===== config.mk =====
export PLATFORM = sky130hd
export DESIGN_NAME = seq_detector_param
export DESIGN_NICKNAME = d
export VERILOG_FILES = /design/src/rtl/seq_det_pkg.sv /design/src/rtl/seq_det_cmp.sv /design/src/rtl/seq_detector_param.sv
export SDC_FILE = /design/constraint.sdc
export NUM_CORES = 1
export LEC_CHECK = 0
export ABC_CLOCK_PERIOD_IN_PS = 2950
export BUFFER_PORTS_ARGS = -buffer_cell sky130_fd_sc_hd__buf_2
export CORE_MARGIN = 2
export CORE_UTILIZATION = 60
export CTS_BUF_LIST = sky130_fd_sc_hd__clkbuf_4
export DETAILED_ROUTE_END_ITERATION = 10
export GPL_TIMING_DRIVEN = 0
export PLACE_DENSITY = 0.84
export SYNTH_ARGS = -nofsm -noshare
export SYNTH_HDL_FRONTEND = slang
export SYNTH_SLANG_ARGS = --single-unit

===== constraint.sdc =====
create_clock -name clk -period 2.95 [get_ports clk]
set_input_delay 0.4425 -clock clk [delete_from_list [all_inputs] [get_ports clk]]
set_output_delay 0.4425 -clock clk [all_outputs]
set_load 0.02 [all_outputs]

===== src/rtl/seq_det_pkg.sv =====
// Shared definitions for the parameterised serial sequence detector.
//   state_e   : detector FSM states
//   len_width : width needed to hold the values 0..max_len (clog2(max_len+1))
package seq_det_pkg;

    typedef enum logic [1:0] {
        S_IDLE  = 2'd0,   // no valid configuration loaded
        S_FILL  = 2'd1,   // history holds fewer than len-1 bits
        S_ARMED = 2'd2    // history holds at least len-1 bits
    } state_e;

    function automatic int len_width(input int max_len);
        int w;
        w = 0;
        while ((1 << w) < (max_len + 1)) begin
            w = w + 1;
        end
        return w;
    endfunction

endpackage


===== src/rtl/seq_det_cmp.sv =====
// Masked pattern comparator (purely combinational).
//   w           in  MAX_LEN : compare window, bit 0 = most recent sample
//   pattern_q   in  MAX_LEN : target pattern
//   care_mask_q in  MAX_LEN : 1 = compare this position, 0 = don't-care
//   len_q       in  LEN_W   : active length; positions >= len_q are ignored
//   match_raw   out 1       : every active, cared-for position matches
module seq_det_cmp #(
    parameter int MAX_LEN = 8,
    parameter int LEN_W   = 4
) (
    input  logic [MAX_LEN-1:0] w,
    input  logic [MAX_LEN-1:0] pattern_q,
    input  logic [MAX_LEN-1:0] care_mask_q,
    input  logic [LEN_W-1:0]   len_q,
    output logic               match_raw
);

    logic [MAX_LEN-1:0] bit_ok;

    genvar gi;
    generate
        for (gi = 0; gi < MAX_LEN; gi++) begin : g_bit
            assign bit_ok[gi] = (gi >= int'(len_q)) || !care_mask_q[gi] ||
                                (w[gi] == pattern_q[gi]);
        end
    endgenerate

    assign match_raw = &bit_ok;

endmodule


===== src/rtl/seq_detector_param.sv =====
// Parameterised serial sequence detector with don't-care mask, run-time
// length, overlapping/non-overlapping modes and a saturating match counter.
//   clk         in  1       : clock, all state changes on its rising edge
//   rst         in  1       : asynchronous active-low reset
//   in          in  1       : serial data bit
//   in_valid    in  1       : qualifies in
//   cfg_load    in  1       : strobe latching pattern/care_mask/len/overlap
//   pattern     in  MAX_LEN : target, bit len-1 first in time, bit 0 last
//   care_mask   in  MAX_LEN : 1 = compare, 0 = don't-care
//   len         in  LEN_W   : active pattern length (1..MAX_LEN legal)
//   overlap     in  1       : 1 = overlapping detection
//   clr_count   in  1       : synchronous clear of match_count
//   out         out 1       : registered one-cycle match pulse
//   match_count out CNT_W   : saturating match count since last clear
//   armed       out 1       : FSM is in S_ARMED
//   cfg_err     out 1       : sticky illegal-configuration flag
module seq_detector_param
    import seq_det_pkg::*;
#(
    parameter int MAX_LEN = 8,
    parameter int CNT_W   = 8,
    // Derived; not meant to be overridden.
    parameter int LEN_W   = len_width(MAX_LEN)
) (
    input  logic               clk,
    input  logic               rst,
    input  logic               in,
    input  logic               in_valid,
    input  logic               cfg_load,
    input  logic [MAX_LEN-1:0] pattern,
    input  logic [MAX_LEN-1:0] care_mask,
    input  logic [LEN_W-1:0]   len,
    input  logic               overlap,
    input  logic               clr_count,
    output logic               out,
    output logic [CNT_W-1:0]   match_count,
    output logic               armed,
    output logic               cfg_err
);

    state_e             state_q, state_d;
    logic [MAX_LEN-2:0] hist_q, hist_d;
    logic [LEN_W-1:0]   fill_q, fill_d;
    logic [MAX_LEN-1:0] pattern_q, pattern_d;
    logic [MAX_LEN-1:0] care_mask_q, care_mask_d;
    logic [LEN_W-1:0]   len_q, len_d;
    logic               overlap_q, overlap_d;
    logic               out_q, out_d;
    logic [CNT_W-1:0]   count_q, count_d;
    logic               cfg_err_q, cfg_err_d;

    logic [MAX_LEN-1:0] w;
    logic [LEN_W-1:0]   fill_inc;
    logic               match_raw;
    logic               match;
    logic               sample;
    logic               cfg_legal;

    // The window is the stored history plus the bit arriving this cycle, so
    // a match is recognised on the very edge that samples the final bit.
    assign w         = {hist_q, in};
    assign cfg_legal = (len != '0) && (int'(len) <= MAX_LEN);
    // A simultaneous cfg_load discards the sample.
    assign sample    = in_valid && !cfg_load && (state_q != S_IDLE);
    assign match     = sample && (state_q == S_ARMED) && match_raw;
    assign fill_inc  = (fill_q == LEN_W'(MAX_LEN)) ? fill_q : fill_q + LEN_W'(1);

    seq_det_cmp #(
        .MAX_LEN (MAX_LEN),
        .LEN_W   (LEN_W)
    ) u_cmp (
        .w           (w),
        .pattern_q   (pattern_q),
        .care_mask_q (care_mask_q),
        .len_q       (len_q),
        .match_raw   (match_raw)
    );

    // State register (with all other flops of the block).
    always_ff @(posedge clk or negedge rst) begin
        if (!rst) begin
            state_q     <= S_IDLE;
            hist_q      <= '0;
            fill_q      <= '0;
            pattern_q   <= '0;
            care_mask_q <= '0;
            len_q       <= '0;
            overlap_q   <= 1'b0;
            out_q       <= 1'b0;
            count_q     <= '0;
            cfg_err_q   <= 1'b0;
        end else begin
            state_q     <= state_d;
            hist_q      <= hist_d;
            fill_q      <= fill_d;
            pattern_q   <= pattern_d;
            care_mask_q <= care_mask_d;
            len_q       <= len_d;
            overlap_q   <= overlap_d;
            out_q       <= out_d;
            count_q     <= count_d;
            cfg_err_q   <= cfg_err_d;
        end
    end

    // Next-state logic.
    always_comb begin
        state_d = state_q;
        if (cfg_load) begin
            if (!cfg_legal) begin
                state_d = S_IDLE;
            end else if (len == LEN_W'(1)) begin
                state_d = S_ARMED;
            end else begin
                state_d = S_FILL;
            end
        end else if (sample) begin
            if (match && !overlap_q) begin
                // A one-bit pattern needs no history, so it re-arms at once.
                state_d = (len_q == LEN_W'(1)) ? S_ARMED : S_FILL;
            end else if ((state_q == S_FILL) && (fill_inc == len_q - LEN_W'(1))) begin
                state_d = S_ARMED;
            end
        end
    end

    // Datapath next values.
    always_comb begin
        hist_d      = hist_q;
        fill_d      = fill_q;
        pattern_d   = pattern_q;
        care_mask_d = care_mask_q;
        len_d       = len_q;
        overlap_d   = overlap_q;
        cfg_err_d   = cfg_err_q;
        out_d       = match;
        count_d     = count_q;

        if (sample) begin
            hist_d = w[MAX_LEN-2:0];
            fill_d = (match && !overlap_q) ? '0 : fill_inc;
        end

        if (match && (count_q != {CNT_W{1'b1}})) begin
            count_d = count_q + CNT_W'(1);
        end
        if (clr_count) begin
            count_d = '0;
        end

        if (cfg_load) begin
            if (cfg_legal) begin
                pattern_d   = pattern;
                care_mask_d = care_mask;
                len_d       = len;
                overlap_d   = overlap;
                hist_d      = '0;
                fill_d      = '0;
                count_d     = '0;
                cfg_err_d   = 1'b0;
            end else begin
                cfg_err_d   = 1'b1;
            end
        end
    end

    // Outputs.
    always_comb begin
        armed       = (state_q == S_ARMED);
        out         = out_q;
        match_count = count_q;
        cfg_err     = cfg_err_q;
    end

endmodule


==> impl_metrics.csv, run 1 <==
group,metric,value,unit
status,outcome,"complete, no violations",
clocking,ctsLongestPathBuffers,2,
synthesis,synth_xor_area_share,5.92,%
synthesis,syn_area,2370,µm²
job,drv_cap,0,
die,die_area,4470,µm²
synthesis,synth.area.top_cells,"dfrtp_1 46%, nand2_1 12%, a21oi_1 4.2%, o21ai_0 3.8%, ha_1 3.7%",
power,p_comb_share,19.2,%
place,dp_slack,592,ps
clocking,hold_buffers,0,
cells_and_area,drive_above_1_share,16.1,%
clocking,insertion_delay,350,ps
synthesis,synth.top_cell.area_share,46.5,%
global_routing,antenna_found_initial,0,
place,place_inst,356,
die,start_util,63.7,%
power,pwr-share-clk,27.8,%
route,drc_errors,0,
synthesis,synth_top_family_by_area,"simple AND/OR/NAND/NOR gates",
power,p_int,0.940,mW
clocking,clockRootBuffer,"clkbuf_4",
global_routing,grt_pass1_vias,1898,
global_routing,grt_util_all_layers,26.1,%
setup_path,worstPathMaxFanout,7,
sta,fin_skew,9.59,ps
synthesis,ys_top_cells_by_count,"77 x nand2_1, 44 x dfrtp_1, 20 x a21oi_1, 18 x o21ai_0, 11 x nand3_1",
clocking,clk_pin_slew,120,ps
synthesis,synth_seq_cells,44,
route,vias,2004,
die,ios,38,
cells_and_area,insertedDiodeCount,0,
clocking,cts_setup_buffers,0,
route,firstDrtPassIters,4,
setup_path,crit_path_cell_trace,"ha_1 -> nor2b_1 -> o2111ai_1 -> and4_4 -> nand4_4 -> or4_1 -> a21oi_1",
die,die_w,66.8,µm
sta,worst_slew_pin_slew,1120,ps
setup_path,critPathTopFamily,"simple AND/OR/NAND/NOR gates",
sta,fin_crit,2190,ps
place,placed_area,2610,µm²
sta,fmax,457,MHz
setup_path,cp.required,3220,ps
power,p_sw_share,29.5,%
worst_hold_path,hold_class,"in2async",
clocking,cts_tree,"built",
synthesis,synth_fa_ha_area_share,3.70,%
route,dr_wl_met3,184,µm
synthesis,ys_async_sr_fraction,100,%
power,p_leak,1.31,nW
power,irDropWorstVdd,0.326,mV
power,powerDensity,495,nW/µm²
setup_path,slowest_delay,520,ps
setup_path,end_kind,"register",
die,core.rowCount,22,
setup_path,critical_path_class,"reg2reg",
setup_path,start_kind,"register",
setup_path,cp_slowest_cell,"or4_1",
cells_and_area,syn_to_final_growth,13.7,%
power,seqPwrFrac,53.0,%
place,io_buffers,37,
cells_and_area,nets,349,
place,hpwl,3.73,mm
place,place_congestion,0.849,
sta,setup_tns,0,ps
sta,maxSlewViolCount,0,
route,drt_iter0_drc,156,
sta,max-slew-margin-rel,24.3,%
synthesis,synth_mux_area_share,0.845,%
synthesis,synth_edf_count,0,
synthesis,synth_largest_area_cell,"dfrtp_1",
route,top_layer,"met4",
die,core-area,3720,µm²
cells_and_area,n_fill_cell,311,
route,wl_met1,2.36,mm
sta,layout_setup_ws,763,ps
setup_path,critPathBufInv,0,
synthesis,syn-num-nets,305,
global_routing,grt_max_degree,45,
synthesis,synth_cell_types,42,
setup_path,critPathArrivalTime,2460,ps
synthesis,yosys_warnings,0,
clocking,ctsResizeCount,0,
route,routedWlPerCell,13.9,µm
sta,setup_viol,0,
clocking,cts_inserted_buffers,5,
route,drt_wl_total,5.05,mm
global_routing,grt_pass1_wl,8.68,mm
sta,hold_viol_final,0,
sta,min_period_over_period,74.1,%
synthesis,syn_area_per_cell,8.74,µm²
synthesis,ys_seq_area_share,46.5,%
sta,grt_setup_unrepaired,"no",
synthesis,ys.flop_type,"dfrtp_1",
synthesis,syn_inst,271,
power,p_sw,0.393,mW
route,viasPerCell,5.51,
synthesis,yosysMostFrequentCell,"nand2_1",
route,ant_nets,0,
die,dieHeight,66.8,µm
synthesis,synth-simple-area-share,25.6,%
route,route.met2.wl,2.43,mm
cells_and_area,design_area,2690,µm²
cells_and_area,final_cells,364,
synthesis,synth_compound_area_share,13.9,%
clocking,htreeDepth,2,
clocking,cts_num_sinks,44,
global_routing,overflow,0,
power,finalPower,1.33,mW
## per-layer routing
metal | track usage [%] | vias to the layer above
met1 | 35.2 | 940
met5 | 0 | -
met3 | 4.56 | 7
met4 | 7.91 | 0
met2 | 43.1 | 41
li1 | - | 1016
## sequential cells by signal, summed over array words and instances (netlist names)
| name | count |
|---|---|
| len_q | 4 |
| match_count | 8 |
| pattern_q | 8 |
| cfg_err | 1 |
| fill_q | 4 |
| out | 1 |
| hist_q | 7 |
| care_mask_q | 8 |
| state_q | 2 |
| overlap_q | 1 |
## placed cells by master, fill, tap and decap left out, types with 2 or more instances in the layout
cell | netlist | routed
buf_6 | 2 | 2
nand3_1 | 11 | 11
nor3_1 | 8 | 8
inv_1 | 6 | 6
clkbuf_1 | 7 | 7
nor2_1 | 7 | 7
clkbuf_4 | 0 | 5
o21ai_0 | 18 | 18
ha_1 | 7 | 7
a21oi_1 | 20 | 20
o31ai_1 | 3 | 3
mux2i_1 | 2 | 2
dfrtp_1 | 44 | 44
xor2_1 | 8 | 8
xnor2_1 | 8 | 8
or4_1 | 3 | 3
buf_2 | 1 | 38
nor2b_1 | 6 | 6
a31oi_1 | 2 | 2
nand2b_1 | 3 | 3
and3_1 | 4 | 4
nand2_1 | 77 | 77
buf_1 | 2 | 2
or3_1 | 3 | 3
## path summary, 6_finish.rpt
check                                from             end  slack (ps)  cells after the start
min                                   rst  match_count[3]         220                      1
max in group asynchronous             rst    pattern_q[1]        2140                      1
max                              len_q[0]  match_count[5]         760                      7
min in group clk               pattern[5]    pattern_q[5]         280                      3
max reg2reg                      len_q[0]  match_count[5]         760                      7
min reg2reg                care_mask_q[1]  care_mask_q[1]         500                      2
## worst reg2reg max path, cell delays in order, from the launching register on
cell and delay (ps):
dfrtp_1 480, ha_1 220, nor2b_1 150, o2111ai_1 170, and4_4 260, nand4_4 140, or4_1 520, a21oi_1 170
## cell type report
class	count	area (µm²)	area share [%]
multi-input combinational	209	1180	43.9
sequential	44	1100	40.9
timing repair buffer	37	185	6.87
buffer	12	61.3	2.28
tap	48	60.1	2.23
clock inverter	3	42.5	1.58
clock buffer	5	37.5	1.39
inverter	6	22.5	0.836
## power groups by stage
| stage | Sequential [mW] | Combinational, mW | Clock (mW) |
|---|---|---|---|
| final | 0.707 | 0.256 | 0.370 |
| after global routing | 0.715 | 0.296 | 0.402 |
| after CTS | 0.707 | 0.258 | 0.375 |
| after detailed placement | 0.718 | 0.255 | 0 |
| after global placement | 0.715 | 0.247 | 0 |
| after floorplan | 0.706 | 0.178 | 0 |
## cell families (layout without fill, tap and decap cells)
kind of cell               after synthesis  count (layout)
DFF                                     44              44
AOI/OAI and AO/OA                       55              55
adders and majority gates                7               7
xor gates and xnor gates                16              16
and+or+nand+nor                        129             129
buffers and inverters                   18              63
muxes                                    2               2
## metrics by stage
stage                     utilization [%]  hold slack [ps]
final                                72.5              224
after global routing                 72.5              275
after CTS                            72.5              248
after detailed placement             70.3              471
after global placement               70.3              456
after floorplan                         -              147
Power figures use the tool's default switching activity.
==> run 2, diff against run 1 <==
Settings changed: ABC_CLOCK_PERIOD_IN_PS 2950 to 1900, CORE_UTILIZATION 60 to 53, PLACE_DENSITY 0.84 to 0.78.
Clock period 2.95 ns to 1.9 ns, I/O delays scaled along.
==> impl_metrics.csv, run 2 (same netlist as run 1, synthesis figures left out) <==
group,metric,value,unit
status,outcome,"finished with violations",
status,violations,"negative setup slack",
setup_path,slowest_delay,490,ps
power,powerDensity,756,nW/µm²
setup_path,crit_path_cell_trace,"ha_4 -> nor2b_4 -> o2111ai_2 -> and4_4 -> nand4_4 -> buf_6 -> or3_4 -> a21oi_2",
route,vias,2032,
route,firstDrtPassIters,4,
die,die_area,5020,µm²
job,drv_cap,0,
cells_and_area,insertedDiodeCount,0,
setup_path,r2r_end,"match_count[0]",
setup_path,start_kind,"register",
setup_path,worst-r2r-cell-count,8,
sta,layout_setup_ws,-164,ps
clocking,hold_buffers,0,
sta,hold_viol_final,0,
setup_path,critPathTopFamily,"simple AND/OR/NAND/NOR gates",
die,ios,38,
clocking,cts_tree,"built",
clocking,cts_num_sinks,44,
route,viasPerCell,5.45,
die,die_w,70.9,µm
setup_path,end_kind,"register",
sta,max-slew-margin-rel,34.2,%
sta,fin_crit,2060,ps
place,io_buffers,37,
route,routedWlPerCell,14.4,µm
sta,grt_setup_unrepaired,"yes",
global_routing,grt_pass1_vias,2013,
global_routing,antenna_found_initial,0,
cells_and_area,seqCellArea,1110,µm²
route,drt_iter0_drc,85,
setup_path,critPathBufInv,1,
setup_path,critical_path_class,"reg2reg",
sta,setup_tns,-848,ps
setup_path,cp.required,2200,ps
clocking,insertion_delay,370,ps
cells_and_area,syn_to_final_growth,21.7,%
die,dieHeight,70.9,µm
sta,min_period_over_period,109,%
route,ant_nets,0,
sta,timing.hold.ws,58.9,ps
setup_path,regToRegStartpoint,"len_q[0]",
global_routing,overflow,0,
die,start_util,54.8,%
sta,setup_viol,12,
sta,fmax,484,MHz
power,irDropWorstVdd,0.503,mV
place,hpwl,3.69,mm
cells_and_area,finish.utilization,66.7,%
setup_path,critPathArrivalTime,2360,ps
route,drt_wl_total,5.38,mm
worst_hold_path,hold_class,"in2async",
clocking,htreeDepth,2,
setup_path,cp_slowest_cell,"dfrtp_2",
cells_and_area,n_fill_cell,378,
place,place_congestion,0.842,
cells_and_area,final_cells,373,
clocking,ctsLongestPathBuffers,2,
clocking,clk_pin_slew,140,ps
setup_path,r2r_setup_slack,-160,ps
sta,fin_skew,9.11,ps
clocking,clockRootBuffer,"clkbuf_4",
sta,worst_slew_pin_slew,987,ps
route,drc_errors,0,
cells_and_area,nets,354,
die,core.rowCount,24,
global_routing,grt_pass1_wl,9.05,mm
setup_path,worstPathMaxFanout,7,
sta,maxSlewViolCount,0,
power,p_leak,1.34,nW
cells_and_area,multi_input_area,1320,µm²
global_routing,grt_max_degree,45,
die,core-area,4320,µm²
cells_and_area,final_common_cell,"nand2_1",
cells_and_area,drive_above_1_share,25.9,%
clocking,cts_inserted_buffers,5,
place,place_inst,360,
global_routing,grt_util_all_layers,22.8,%
cells_and_area,final_cell_mix,"77 x nand2_1, 40 x dfrtp_1, 38 x buf_2",
-- run 2: changes by cell type in the layout (fill, tap and decap cells not counted), moves of 2 or more --
cell / before / now
dfrtp_1: 44 / 40
inv_2: 0 / 2
nor2b_1: 6 / 4
a21oi_1: 20 / 16
inv_1: 6 / 3
nor2_1: 7 / 5
ha_1: 7 / 3
ha_4: 0 / 4
a21oi_2: 0 / 4
dfrtp_2: 0 / 4
buf_4: 0 / 5
nor2_2: 0 / 2
-- run 2: routing by layer --
metal | routed length (µm) | up-vias | global-route usage, %
met5 | 0 | - | 0
met4 | 81 | 0 | 7.34
met3 | 262 | 8 | 4.56
met2 | 2700 | 50 | 37.8
met1 | 2330 | 943 | 30.1
li1 | - | 1031 | -
-- run 2: power by group --
group	internal (mW)	switching [mW]
clock	0.275	0.321
sequential	1.02	0.0816
combinational	0.212	0.267
-- run 2: timing repair --
action / 4_1_cts / 5_1_grt
pin swaps: 14 / 11
setup buffers: 4 / 2
resized for setup: 13 / 20
cloned: 1 / 0
endpoints found under the setup margin: 14 / 34
-- run 2: worst max path at each step --
stage	start	endpoint	slack [ps]	cells past startpoint
2_1_floorplan	len_q[1]	match_count[7]	-40	8
3_5_place_dp	len[0]	care_mask_q[7]	-290	8
3_3_place_gp	len[0]	cfg_err	-230	7
4_1_cts	len_q[1]	match_count[0]	-160	8
5_1_grt	len_q[0]	match_count[0]	-240	8
6_report	len_q[0]	match_count[0]	-160	8
-- run 2: stage by stage --
step	total power [mW]	instance area, µm²	setup WS [ps]
floorplan	1.37	2380	-38.9
global placement	1.50	2630	-234
detailed placement	1.51	2630	-292
CTS	2.14	2800	-159
global route	2.30	2880	-238
finish	2.18	2880	-164
-- run 2: final cells by class --
class / instances / area share (%)
timing repair buffer: 44 / 8.29
buffer: 10 / 1.82
clock inverter: 3 / 1.48
inverter: 6 / 0.868
sequential: 44 / 38.4
clock buffer: 5 / 1.30
tap: 52 / 2.26
multi-input combinational: 209 / 45.6
